$ cat src/rtl/multi_mode_ring_counter.sv
// Ring / Johnson counter with direction, parallel load,
// wrap detection and optional illegal-state correction.
module multi_mode_ring_counter #(
  parameter int              WIDTH       = 8,
  parameter logic [WIDTH-1:0] INIT       = {1'b1, {WIDTH-1{1'b0}}},
  parameter int              AUTOCORRECT = 1
) (
  input  logic             clk,
  input  logic             reset,
  input  logic             en,
  input  logic             dir,
  input  logic [1:0]       mode,
  input  logic             load,
  input  logic [WIDTH-1:0] load_val,
  output logic [WIDTH-1:0] out,
  output logic             wrap,
  output logic             err
);

  localparam int CW = $clog2(2*WIDTH) + 1;
  localparam int PW = $clog2(WIDTH+1);

  logic [CW-1:0]    cnt;
  logic [CW-1:0]    base;
  logic [CW-1:0]    cnt_inc;
  logic [CW-1:0]    period;
  logic [1:0]       prev_mode;
  logic [WIDTH-1:0] mis;
  logic [WIDTH-1:0] shifted;
  logic [PW-1:0]    ones;
  logic [PW-1:0]    mis_cnt;
  logic             ring_ok;
  logic             john_ok;
  logic             legal;
  logic             active;
  logic             fix;
  logic             feed_r;
  logic             feed_l;
  logic             at_wrap;

  // mis[i] flags out[i] != out[(i+1) mod WIDTH]
  assign mis = out ^ {out[0], out[WIDTH-1:1]};

  always_comb begin
    ones    = '0;
    mis_cnt = '0;
    for (int i = 0; i < WIDTH; i++) begin
      ones    = ones + PW'(out[i]);
      mis_cnt = mis_cnt + PW'(mis[i]);
    end
  end

  assign ring_ok = (ones == PW'(1));
  assign john_ok = (mis_cnt == PW'(0))
                || (mis_cnt == PW'(2));
  assign legal   = mode[0] ? john_ok : ring_ok;
  assign active  = en && !mode[1];
  assign fix     = active && (AUTOCORRECT != 0)
                && !legal;

  assign feed_r  = mode[0] ? ~out[0] : out[0];
  assign feed_l  = mode[0] ? ~out[WIDTH-1]
                           : out[WIDTH-1];
  assign shifted = dir ? {out[WIDTH-2:0], feed_l}
                       : {feed_r, out[WIDTH-1:1]};

  // A mode switch restarts the period with this shift
  assign base    = (mode != prev_mode) ? '0 : cnt;
  assign cnt_inc = base + CW'(1);
  assign period  = mode[0] ? CW'(2*WIDTH)
                           : CW'(WIDTH);
  assign at_wrap = (cnt_inc == period);

  always_ff @(posedge clk or negedge reset) begin
    if (!reset) begin
      out       <= INIT;
      cnt       <= '0;
      prev_mode <= 2'b00;
      wrap      <= 1'b0;
      err       <= 1'b0;
    end else begin
      wrap <= 1'b0;
      err  <= 1'b0;
      if (load) begin
        out <= load_val;
        cnt <= '0;
      end else if (fix) begin
        out       <= INIT;
        cnt       <= '0;
        prev_mode <= mode;
        err       <= 1'b1;
      end else if (active) begin
        out       <= shifted;
        prev_mode <= mode;
        if (at_wrap) begin
          cnt  <= '0;
          wrap <= 1'b1;
        end else begin
          cnt <= cnt_inc;
        end
      end
    end
  end

endmodule

$ cat config.mk
export PLATFORM = sky130hd
export DESIGN_NAME = multi_mode_ring_counter
export DESIGN_NICKNAME = d
export VERILOG_FILES = /design/src/rtl/multi_mode_ring_counter.sv
export SDC_FILE = /design/constraint.sdc
export NUM_CORES = 1
export LEC_CHECK = 0
export BUFFER_PORTS_ARGS = -buffer_cell sky130_fd_sc_hd__buf_4
export CAP_MARGIN = 10
export CELL_PAD_IN_SITES_DETAIL_PLACEMENT = 1
export CELL_PAD_IN_SITES_GLOBAL_PLACEMENT = 1
export CORE_MARGIN = 1
export CORE_UTILIZATION = 40
export DETAILED_ROUTE_END_ITERATION = 12
export PLACE_DENSITY = 0.78
export SETUP_SLACK_MARGIN = 0.4
export SLEW_MARGIN = 20
export SYNTH_ARGS = -nofsm -noshare
export SYNTH_HDL_FRONTEND = slang
export SYNTH_SLANG_ARGS = --single-unit
$ cat constraint.sdc
create_clock -name clk -period 7.2 [get_ports clk]
set_clock_uncertainty 0.05 [all_clocks]
set_input_delay 0.36 -clock clk [delete_from_list [all_inputs] [get_ports clk]]
set_output_delay 0.36 -clock clk [all_outputs]
set_load 0.05 [all_outputs]
==> flow_metrics.tcl <==
set metrics [dict create \
    grt_overflow 0 \
    worst_r2r_path_depth 12 \
    p_int_mw 0.279 \
    cts_tree "yes" \
    finalWorstSetupSlack_ns 3.04 \
    maxCapViolations 0 \
    crit_path_start "out[2]$_DFFE_PN0P_" \
    cts_sinks 17 \
    final_common_cell "inv_1" \
    p_leak_nw 0.848 \
    rrSetupSlack_ns 3.04 \
    critPathLaunchType "flip-flop" \
    power_density_nw_per_um2 320 \
    p_sw_mw 0.264 \
    min_period_ns 4.16 \
    numPortBuffers 24 \
    synth.net_count 192 \
    cp.required_ns 7.34 \
    drive_above_1_share_pct 19.9 \
    r2r_start "out[2]$_DFFE_PN0P_" \
    syn_to_final_growth_pct 15.2 \
    vias_per_cell 5.40 \
    grt_pass1_vias 1352 \
    holdWs_ns 0.274 \
    wl_um 3540 \
    synth_cell_type_count 43 \
    synth-seq-cells 17 \
    fp.dieH_um 62.7 \
    yosys_warnings 0 \
    antenna_found_initial 0 \
    cts_root_buffer "clkbuf_8" \
    nets 208 \
    dpl_worst_slack_ns 3.04 \
    fmax_mhz 240 \
    synth_cells 161 \
    netlist_area_um2 1470 \
    outcome "completed" \
    remaining_drc_errors 0 \
    place.detailed.hpwl_um 2640 \
    setup-violations-final 0 \
    tightest_slew_ns 0.616 \
    io_pins 25 \
    vdd_drop_max_mv 0.123 \
    hp-class "input port to flip-flop" \
    diodes 0 \
    grt_max_degree 22 \
    mostFrequentLayoutCells "inv_1, buf_4, dfrtp_1" \
    hold_viol 0 \
    worst_skew_pair.late_latency_ns 0.26 \
    htree_num_levels 1 \
    slew_viol_final 0 \
    cts_buffer_depth 2 \
    coreArea_um2 3440 \
    end_kind "flip-flop" \
    dr.pass1.iters 4 \
    num_rows 21 \
    drt_iter0_markers 50 \
    multi_input_area_um2 880 \
    die-area_um2 3930 \
    fin_setup_tns_ns 0 \
    synth.top_cell.area_share_pct 27.2 \
    wl_per_cell_um 15.9 \
    crit_fanout 13 \
    comb_power_share_pct 62.5 \
    clk_pin_slew_worst_paths_ns 0.07 \
    num_vias 1199 \
    relSlewSlack_pct 58.9 \
    grt_pass1_wl_um 6400 \
    initial_core_util_pct 42.8 \
    fillers 420 \
    arrival_ns 4.31 \
    grtUsageTotal_pct 20.8 \
    syn_area_per_cell_um2 9.15 \
    rsz0062_at_grt "false" \
    gp_congestion 0.826 \
    crit_end "cnt[0]$_DFFE_PN0P_" \
    swShare_pct 48.7 \
    chipWidth_um 62.7 \
    cts_buffers 3 \
    clkPwrFrac_pct 13.6 \
    min_period_over_period_pct 57.8 \
    synthTopCellsByArea "dfrtp_1, fa_1, ha_1, inv_1, mux2i_1" \
    seq_area_um2 427 \
    ys_seq_area_share_pct 28.9 \
    yosys.area.top_type "dfrtp_1" \
    reg2reg_to "cnt[0]$_DFFE_PN0P_" \
    seqPwrFrac_pct 23.9 \
    ant_nets 0 \
    path_class "flip-flop to flip-flop" \
]
through the flow:
stage | std cells | cell area (um2) | total power, mW | util, %
finish | 222 | 1700 | 0.543 | 49.3
global route | 222 | 1700 | 0.601 | 49.3
CTS | 222 | 1700 | 0.549 | 49.3
detailed placement | 217 | 1640 | 0.473 | 47.7
global placement | 217 | 1640 | 0.449 | 47.7
floorplan | 161 | 1470 | 0.401 | -
critical path, stage by stage, from the launching register on:
cell	delay, ns
dfrtp_1	0.50
xor2_1	0.20
ha_1	0.31
inv_1	0.05
fa_1	0.50
fa_1	0.55
inv_1	0.05
ha_1	0.22
fa_1	0.41
a211o_1	0.33
o21ai_2	0.46
and3_4	0.31
a22o_1	0.15
area by class of cell:
class | count | share of cell area [%]
Multi-Input combinational cell | 104 | 51.8
Tap cell | 46 | 3.39
Sequential cell | 17 | 25.1
Inverter | 26 | 5.75
Clock buffer | 3 | 2.43
Clock inverter | 1 | 0.295
Timing Repair Buffer | 25 | 11.2
metal layers:
metal	track usage, %	up-vias	share of wire, %
li1	-	568	-
met1	26.1	603	44
met2	37.1	21	52
met3	1.64	7	2.2
met4	7.85	0	1.9
met5	0	-	0
synth_stat cells, drive strengths merged:
| cell type | count |
|---|---|
| o221ai | 1 |
| a41oi | 1 |
| a211o | 3 |
| nand2b | 1 |
| and2 | 1 |
| nand4 | 1 |
| xor2 | 9 |
| mux2 | 1 |
| mux2i | 7 |
| ha | 9 |
| buf | 5 |
| a21o | 2 |
| nor2b | 2 |
| nand3 | 2 |
| xnor2 | 5 |
| a31oi | 2 |
| nand3b | 1 |
| a22o | 3 |
| nor3 | 4 |
| and3 | 3 |
| a211oi | 1 |
| a221oi | 5 |
| dfstp | 1 |
| a311oi | 1 |
| clkbuf | 9 |
| o21ai | 3 |
| a21oi | 5 |
| dfrtp | 16 |
| o2111ai | 1 |
| a22oi | 1 |
| nand2 | 8 |
| fa | 7 |
| o211ai | 2 |
| inv | 26 |
| nor2 | 12 |
power by group through the flow:
stage	registers (mW)	logic (mW)	clock network (mW)
CTS	0.130	0.344	0.0748
detailed placement	0.132	0.341	0
floorplan	0.147	0.254	0
global placement	0.131	0.318	0
finish	0.130	0.340	0.0736
global route	0.133	0.390	0.0787
worst min-delay path by stage:
stage / depth (start not counted) / endpoint / startpoint / slack [ns]
final: 2 / out[7]$_DFFE_PN1P_ / load_val[7] / 0.27
after global routing: 2 / out[7]$_DFFE_PN1P_ / load_val[7] / 0.27
after CTS: 2 / out[7]$_DFFE_PN1P_ / load_val[7] / 0.27
after detailed placement: 1 / out[0]$_DFFE_PN0P_ / reset / 0.19
after global placement: 1 / out[0]$_DFFE_PN0P_ / reset / 0.19
after floorplan: 0 / cnt[0]$_DFFE_PN0P_ / reset / 0.01
cell families after synthesis:
group / Yosys count / share of synthesized area (%)
multiplexers: 8 / 5.52
XOR/XNOR: 14 / 8.83
flip-flops: 17 / 28.9
AND/OR/NAND/NOR: 35 / 12.0
adder cells (fa/ha/maj): 16 / 17.1
buffers and inverters: 40 / 11.4
AO/OA/AOI/OAI: 31 / 16.2
what timing repair did:
action,CTS,global route
hold endpoints to repair,16,0
resized for setup,0,0
hold buffers,1,0
buffers inserted,0,0
state kept, by name, summed over array words and instances, names as in the netlist:
| register | count |
|---|---|
| cnt | 5 |
| prev_mode | 2 |
| out | 8 |
| wrap | 1 |
| err | 1 |
Power figures use the tool's default switching activity.
